### src/rtl/tx_frame_fifo.sv
// tx_frame_fifo: single-clock store-and-forward TX frame FIFO; a frame becomes readable only once its last byte is stored.
// Optional in-flight frame abort via wabort is compiled in with `define TX_FIFO_ABORT_EN.
module tx_frame_fifo #(
   parameter int ADDR_BITS = 4
) (
   input  logic                 clk,
   input  logic                 rstn,
   input  logic                 wvalid,
   output logic                 wready,
   input  logic [7:0]           wdata,
   input  logic                 wlast,
   input  logic                 wabort,
   output logic                 rvalid,
   input  logic                 rready,
   output logic [7:0]           rdata,
   output logic                 rlast,
   output logic                 full,
   output logic                 empty,
   output logic [ADDR_BITS:0]   frame_cnt,
   output logic                 drop,
   output logic [1:0]           dbg_wr_state
);
   // Handshakes: a byte moves on the write side when wvalid&wready and on the read side when
   // rvalid&rready at a rising clk edge; a valid source holds its byte until it is taken.

   localparam int DEPTH = 2**ADDR_BITS;
   localparam logic [ADDR_BITS:0] L_DEPTH = (ADDR_BITS+1)'(DEPTH);
   localparam logic [ADDR_BITS:0] L_ONE   = (ADDR_BITS+1)'(1);

   typedef enum logic [1:0] {
      WR_IDLE    = 2'd0,
      WR_FRAME   = 2'd1,
      WR_DISCARD = 2'd2
   } wr_state_t;

   wr_state_t            r_state;
   wr_state_t            w_state_nxt;
   logic [8:0]           r_mem [DEPTH];
   logic [ADDR_BITS:0]   r_rd_ptr;
   logic [ADDR_BITS:0]   r_wr_cur;
   logic [ADDR_BITS:0]   r_wr_base;
   logic [ADDR_BITS:0]   r_frame_cnt;
   logic                 r_full;
   logic                 r_empty;
   logic                 r_drop;

   logic [ADDR_BITS:0]   w_used;
   logic [ADDR_BITS:0]   w_used_nxt;
   logic [ADDR_BITS:0]   w_rd_ptr_nxt;
   logic [ADDR_BITS:0]   w_wr_cur_nxt;
   logic                 w_wacc;
   logic                 w_racc;
   logic                 w_abort;
   logic                 w_store;
   logic                 w_commit;
   logic                 w_rewind;
   logic                 w_drop_set;

`ifdef TX_FIFO_ABORT_EN
   assign w_abort = wabort && (r_state == WR_FRAME);
`else
   logic w_unused_wabort;
   assign w_unused_wabort = wabort;
   assign w_abort         = 1'b0;
`endif

   assign wready = (r_state == WR_DISCARD) || !r_full;
   assign w_wacc = wvalid && wready;
   assign rvalid = (r_frame_cnt != '0);
   assign w_racc = rvalid && rready;
   assign w_used = r_wr_cur - r_rd_ptr;

   always_ff @(posedge clk) begin
      if (!rstn) begin
         r_state <= WR_IDLE;
      end else begin
         r_state <= w_state_nxt;
      end
   end

   always_comb begin
      w_state_nxt = r_state;
      w_store     = 1'b0;
      w_commit    = 1'b0;
      w_rewind    = 1'b0;
      w_drop_set  = 1'b0;
      case (r_state)
         WR_IDLE, WR_FRAME: begin
            if (w_abort) begin
               w_rewind    = 1'b1;
               w_drop_set  = 1'b1;
               w_state_nxt = WR_IDLE;
            end else if (w_wacc) begin
               w_store = 1'b1;
               if (wlast) begin
                  w_commit    = 1'b1;
                  w_state_nxt = WR_IDLE;
               end else if ((w_used + L_ONE == L_DEPTH) && (r_frame_cnt == '0)) begin
                  // Frame fills the whole store with no committed data ahead of it: it can never fit.
                  w_rewind    = 1'b1;
                  w_state_nxt = WR_DISCARD;
               end else begin
                  w_state_nxt = WR_FRAME;
               end
            end else if ((r_state == WR_FRAME) && r_full && (r_frame_cnt == '0)) begin
               // Backpressured frame found itself alone in a full store after draining: oversize.
               w_rewind    = 1'b1;
               w_state_nxt = WR_DISCARD;
            end
         end
         WR_DISCARD: begin
            if (w_wacc && wlast) begin
               w_drop_set  = 1'b1;
               w_state_nxt = WR_IDLE;
            end
         end
         default: w_state_nxt = WR_IDLE;
      endcase
   end

   assign w_wr_cur_nxt = w_rewind ? r_wr_base : (w_store ? r_wr_cur + L_ONE : r_wr_cur);
   assign w_rd_ptr_nxt = w_racc ? r_rd_ptr + L_ONE : r_rd_ptr;
   assign w_used_nxt   = w_wr_cur_nxt - w_rd_ptr_nxt;

   always_ff @(posedge clk) begin
      if (!rstn) begin
         r_rd_ptr    <= '0;
         r_wr_cur    <= '0;
         r_wr_base   <= '0;
         r_frame_cnt <= '0;
         r_full      <= 1'b0;
         r_empty     <= 1'b1;
         r_drop      <= 1'b0;
      end else begin
         r_rd_ptr <= w_rd_ptr_nxt;
         r_wr_cur <= w_wr_cur_nxt;
         if (w_commit) begin
            r_wr_base <= r_wr_cur + L_ONE;
         end
         case ({w_commit, w_racc && rlast})
            2'b10:   r_frame_cnt <= r_frame_cnt + L_ONE;
            2'b01:   r_frame_cnt <= r_frame_cnt - L_ONE;
            default: r_frame_cnt <= r_frame_cnt;
         endcase
         r_full  <= (w_used_nxt == L_DEPTH);
         r_empty <= (w_used_nxt == '0);
         r_drop  <= w_drop_set;
      end
   end

   always_ff @(posedge clk) begin
      if (w_store) begin
         r_mem[r_wr_cur[ADDR_BITS-1:0]] <= {wlast, wdata};
      end
   end

   assign {rlast, rdata} = r_mem[r_rd_ptr[ADDR_BITS-1:0]];
   assign full           = r_full;
   assign empty          = r_empty;
   assign frame_cnt      = r_frame_cnt;
   assign drop           = r_drop;
   assign dbg_wr_state   = r_state;

endmodule

### config.mk
export PLATFORM = sky130hd
export DESIGN_NAME = tx_frame_fifo
export DESIGN_NICKNAME = d
export VERILOG_FILES = /design/src/rtl/tx_frame_fifo.sv
export SDC_FILE = /design/constraint.sdc
export NUM_CORES = 1
export LEC_CHECK = 0
export ABC_CLOCK_PERIOD_IN_PS = 9100
export BUFFER_PORTS_ARGS = -buffer_cell sky130_fd_sc_hd__buf_2
export CORE_ASPECT_RATIO = 1.2
export CORE_MARGIN = 1
export CORE_UTILIZATION = 53
export CTS_CLUSTER_DIAMETER = 100
export DETAILED_ROUTE_END_ITERATION = 8
export PLACE_DENSITY_LB_ADDON = 0.2
export SLEW_MARGIN = 25
export SYNTH_ARGS = -nofsm -noshare
export SYNTH_HDL_FRONTEND = slang
export SYNTH_SLANG_ARGS = --single-unit
### constraint.sdc
create_clock -name clk -period 9.1 [get_ports clk]
set_input_delay 0.455 -clock clk [delete_from_list [all_inputs] [get_ports clk]]
set_output_delay 0.455 -clock clk [all_outputs]
set_load 0.05 [all_outputs]
==> results of run 1 <==
routing by layer:
| layer | part of all wire, % | track usage [%] | vias to the layer above |
|---|---|---|---|
| met5 | 0 | 0 | - |
| met4 | 1.8 | 9.22 | 0 |
| met3 | 4.4 | 4.80 | 16 |
| met2 | 54 | 39.4 | 94 |
| met1 | 40 | 26.8 | 1852 |
| li1 | - | - | 1690 |
cell usage after synthesis (all sizes together), types with 6 or more instances:
library cell,number
edfxtp,144
mux4,45
dfxtp,25
ha,20
nand2,20
nor2,17
xnor2,17
inv,15
clkbuf,12
nor2b,10
and2,9
o21ai,8
a21oi,7
nand3,7
buf,6
nand2b,6
nor3,6
xor2,6
flip-flops by register name, summed over array words and instances (netlist names):
signal        cells
r_rd_ptr          5
dbg_wr_state      2
frame_cnt         5
empty             1
r_mem           144
r_wr_base         5
full              1
drop              1
r_wr_cur          5
worst register-to-register path, stage by stage (launching register included):
cell,delay [ns]
dfxtp_1,0.78
inv_1,0.21
ha_1,0.39
ha_1,0.31
a21o_1,0.17
a21oi_2,0.14
xnor2_1,0.15
o31a_1,0.46
nor2_1,0.08
a21oi_1,0.24
ha_1,0.31
nor2b_1,0.16
a21o_2,0.24
nor2_1,0.13
nand2_1,0.07
mux2i_1,0.25
a2111oi_4,0.08
o41ai_1,0.34
cell type report:
cell class,instances,area [µm²],area share [%]
flip-flops and latches,169,4830,59.0
multi-input cells,212,2280,27.9
clock buffers,17,425,5.20
repair buffers,40,218,2.66
well taps,168,210,2.57
clock inverters,15,160,1.96
inverters,15,56.3,0.689
through the flow:
step,instance area [µm²],util [%]
after floorplan,7210,-
after global placement,7560,57.1
after detailed placement,7590,57.3
after CTS,8180,61.8
after global routing,8180,61.8
final,8180,61.8
logic make-up after synthesis:
group | count (synthesis) | share of synthesized area (%)
buffers and inverters | 33 | 1.84
and+or+nand+nor | 87 | 6.35
adders and majority gates | 22 | 4.03
DFF | 169 | 66.9
xor gates and xnor gates | 23 | 2.79
AOI/OAI and AO/OA | 30 | 3.12
muxes | 50 | 14.9
worst max path at each step:
stage / start / to / slack [ns] / cells past startpoint
2_1_floorplan: r_rd_ptr[0]$_SDFF_PN0_ / empty$_SDFF_PN1_ / 4.67 / 20
3_3_place_gp: r_rd_ptr[2]$_SDFF_PN0_ / empty$_SDFF_PN1_ / 4.56 / 17
3_5_place_dp: r_rd_ptr[2]$_SDFF_PN0_ / full$_SDFF_PN0_ / 4.48 / 17
4_1_cts: r_rd_ptr[2]$_SDFF_PN0_ / empty$_SDFF_PN1_ / 4.44 / 17
5_1_grt: r_rd_ptr[2]$_SDFF_PN0_ / full$_SDFF_PN0_ / 4.05 / 17
6_report: r_rd_ptr[2]$_SDFF_PN0_ / empty$_SDFF_PN1_ / 4.51 / 17
report_power, final:
group	total (mW)	internal (mW)	switching, mW	leakage (nW)
clock network	0.703	0.388	0.315	0.273
logic	0.724	0.296	0.428	1.01
registers	0.927	0.896	0.0314	1.51
total	2.35	1.58	0.774	2.79
==> results.json, run 1 <==
{
  "max_freq_mhz": 218,
  "slowest_delay_ns": 0.78,
  "syn-cell-area_um2": 7210,
  "final_cell_mix": "144 x edfxtp_1, 45 x mux4_2, 33 x buf_2, 23 x dfxtp_1",
  "final.setup.tns_ns": 0,
  "postCtsHoldBufs": 0,
  "hold_viol_final": 0,
  "die_w_um": 108,
  "cts-resized-gates": 0,
  "cp_max_fo": 12,
  "hpwl_um": 8720,
  "startpoint_type": "flip-flop",
  "pin_count": 35,
  "fillerInstances": 996,
  "maxSlewViolCount": 0,
  "rsz0062_at_grt": "no",
  "synth_ff_type": "edfxtp_1",
  "cellPowerDensity_nw_per_um2": 288,
  "htree_levels": 4,
  "drc_errors": 0,
  "skew_ns": 0.0146,
  "mostFrequentLayoutCell": "edfxtp_1",
  "io_buffer_count": 33,
  "drt_iter0_markers": 222,
  "worst_setup_path_end_kind": "flip-flop",
  "clockBufferDepth": 2,
  "clk_pin_slew_ns": 0.07,
  "die-height_um": 130,
  "synth-seq-cells": 169,
  "r2r_cells": 17,
  "drt-pass1-iter-count": 4,
  "ys_seq_area_share_pct": 66.9,
  "r2r_start": "r_rd_ptr[2]$_SDFF_PN0_",
  "synthCells": 414,
  "path_class": "reg2reg",
  "netlist_top_cells_area": "edfxtp_1 60%, mux4_2 14%, dfxtp_1 6.9%",
  "worstPathArrival_ns": 4.91,
  "power.leakage_nw": 2.79,
  "fp.dieArea_um2": 14100,
  "min_path_cells": 2,
  "grt_pass1_vias": 3891,
  "clock-sinks": 169,
  "hold_path_end": "drop$_SDFF_PN0_",
  "place_inst": 604,
  "totalPowerFinal_mw": 2.35,
  "rrSetupSlack_ns": 4.51,
  "drive_gt1_share_pct": 29.1,
  "dpl_worst_slack_ns": 4.48,
  "antenna_found_initial": 0,
  "setup_viol": 0,
  "diodes": 0,
  "outcome": "finished, final reports clean",
  "cts_root_buffer": "clkbuf_16",
  "yosysTopAreaCell": "edfxtp_1",
  "path_cells": "inv_1, ha_1, ha_1, a21o_1, a21oi_2, xnor2_1, o31a_1, nor2_1, a21oi_1, ha_1, nor2b_1, a21o_2, nor2_1, nand2_1, mux2i_1, a2111oi_4, o41ai_1",
  "min_period_ns": 4.59,
  "grt_max_degree": 40,
  "insertion_delay_ns": 0.42,
  "min_from": "wvalid",
  "cts_tree": "built",
  "cp_num_buf_inv": 1,
  "post_drt_wl_per_cell_um": 22.1,
  "crit_slowest_cell": "dfxtp_1",
  "syn_avg_cell_area_um2": 17.4,
  "r2r-end": "empty$_SDFF_PN1_",
  "postCtsSetupRepairBufs": 0,
  "setup_ws_ns": 4.51,
  "hold_class": "in2reg",
  "viasPerCell": 5.74,
  "num-nets-final": 491,
  "tightestPinTransition_ns": 0.810,
  "vias": 3652,
  "cpMostUsedCell": "ha_1",
  "area_growth_pct": 13.4,
  "overflow": 0,
  "fin_crit_sh_pct": 50.4,
  "drv_cap": 0,
  "totalWireLength_um": 14000,
  "relSlewSlack_pct": 45.9,
  "synth_top_area_share_pct": 60.0,
  "grt_pass1_wl_um": 22000,
  "grt.total_usage_pct": 22.4,
  "synthArstFlopShare_pct": 0,
  "numCtsBuffers": 17,
  "synthDistinctLibCells": 42,
  "ant_nets": 0,
  "hold_ws_ns": 0.345,
  "start_util_pct": 54.5,
  "fin_cells": 636,
  "synth_nets": 450,
  "yosysWarnings": 0,
  "required_ns": 9.43,
  "routabilityCongestion": 0.780,
  "synth-edff-count": 144,
  "crit_family": "compound AO/OA/AOI/OAI gates",
  "rows": 46,
  "coreArea_um2": 13200,
  "ir_drop_mv": 0.191
}
No activity file was read; power rests on OpenSTA's default activity.
==> inputs of run 2 (changes only) <==
- ABC_CLOCK_PERIOD_IN_PS: 9100 -> 4500
- clock period: 9.1 -> 4.5 ns (I/O delays scaled with it)
==> run 2 against run 1 <==
Compared with the run above:
- maximum frequency grew 9.4%
- sequential cell count is the same
- wire length shrank 2.1%
- global-route usage fell by 0.52 points
- setup slack worse by 4.2 ns
- largest cell class unchanged
- highest routed layer unchanged
==> results.json, run 2 (synthesis results as in run 1) <==
{
  "place_area_um2": 7620,
  "final_cell_mix": "144 x edfxtp_1, 45 x mux4_2, 33 x buf_2, 23 x dfxtp_1",
  "clk_pin_slew_ns": 0.06,
  "vias": 3693,
  "largest_register_ffs": 144,
  "cts_tree": "built",
  "final.setup.tns_ns": 0,
  "max_freq_mhz": 238,
  "fin_cells": 641,
  "clock-sinks": 169,
  "grt_pass1_wl_um": 21600,
  "hold_ws_ns": 0.125,
  "antenna_found_initial": 0,
  "grt.total_usage_pct": 21.9,
  "worstPathArrival_ns": 4.51,
  "io_buffer_count": 33,
  "die-height_um": 130,
  "grt_pass1_vias": 3859,
  "rows": 46,
  "rsz0062_at_grt": "no",
  "cts_root_buffer": "clkbuf_16",
  "hpwl_um": 8630,
  "relSlewSlack_pct": 50.2,
  "setup_ws_ns": 0.306,
  "diodes": 0,
  "drc_errors": 0,
  "dpl_worst_slack_ns": 0.285,
  "hold_viol_final": 0,
  "insertion_delay_ns": 0.42,
  "path_class": "reg2reg",
  "r2r_cells": 17,
  "ant_nets": 0,
  "worst_setup_path_end_kind": "flip-flop",
  "maxSlewViolCount": 0,
  "min_period_ns": 4.19,
  "overflow": 0,
  "totalWireLength_um": 13800,
  "postCtsSetupRepairBufs": 0,
  "power.leakage_nw": 2.81,
  "pin_count": 35,
  "coreArea_um2": 13200,
  "drv_cap": 0,
  "numCtsBuffers": 17,
  "htree_levels": 4,
  "post_drt_wl_per_cell_um": 21.5,
  "num-nets-final": 496,
  "die_w_um": 108,
  "tightestPinTransition_ns": 0.747,
  "cellPowerDensity_nw_per_um2": 573,
  "startpoint_type": "flip-flop",
  "cts-resized-gates": 0,
  "area_growth_pct": 13.3,
  "clockBufferDepth": 2,
  "skew_ns": 0.0111,
  "fp.dieArea_um2": 14100,
  "required_ns": 4.82,
  "mostFrequentLayoutCell": "edfxtp_1",
  "hold_class": "in2reg",
  "grt_max_degree": 40,
  "setup_viol": 0,
  "outcome": "finished, final reports clean",
  "drive_gt1_share_pct": 29.4,
  "min_path_cells": 2,
  "design_area_um2": 8170,
  "routabilityCongestion": 0.775,
  "viasPerCell": 5.76,
  "ir_drop_mv": 0.511,
  "start_util_pct": 54.5,
  "cp_max_fo": 10,
  "place_inst": 609,
  "fin_crit_sh_pct": 93.2,
  "drt_iter0_markers": 277,
  "postCtsHoldBufs": 0,
  "drt-pass1-iter-count": 5
}
-- run 2: final cells by class --
class / count / area, µm²
Clock buffer: 18 / 429
Clock inverter: 14 / 114
Fill cell: 974 / 5070
Inverter: 15 / 56.3
Multi-Input combinational cell: 212 / 2280
Sequential cell: 169 / 4830
Tap cell: 168 / 210
Timing Repair Buffer: 45 / 255
-- run 2: power by group --
part,internal (mW),leakage (nW),switching [mW]
Sequential,1.81,1.51,0.0525
Clock,0.721,0.267,0.618
Combinational,0.603,1.04,0.876
Total,3.14,2.81,1.55
-- run 2: critical path, stage by stage (launching register included) --
cell and delay, ns:
dfxtp_1 0.41, inv_1 0.11, ha_1 0.28, inv_1 0.04, ha_1 0.21, fa_1 0.44
nor3_1 0.19, nand3_1 0.12, o31a_1 0.40, a21oi_1 0.32, ha_1 0.32, nor2b_1 0.15
a21o_2 0.24, nor2_1 0.13, nand2_1 0.07, mux2i_1 0.25, a2111oi_4 0.08, o41ai_1 0.33
-- run 2: final timing paths --
check	startpoint	slack, ns	end
worst max-delay path	r_wr_cur[1]$_SDFF_PN0_	0.31	empty$_SDFF_PN1_
worst min-delay path	wvalid	0.13	drop$_SDFF_PN0_
worst max register to register	r_wr_cur[1]$_SDFF_PN0_	0.31	empty$_SDFF_PN1_
worst min register to register	r_wr_base[1]$_SDFFE_PN0P_	0.49	r_wr_base[1]$_SDFFE_PN0P_
-- run 2: stage by stage --
step	power, mW	util, %
after detailed placement	3.40	57.6
after global routing	4.90	61.7
after floorplan	3.06	-
after global placement	3.37	57.4
after CTS	4.74	61.7
final	4.68	61.7
-- run 2: routing by layer --
| metal | wire length (µm) | track usage, % |
|---|---|---|
| met1 | 5590 | 28.2 |
| met5 | 0 | 0 |
| met4 | 127 | 8.98 |
| met2 | 7340 | 36.9 |
| met3 | 701 | 3.85 |
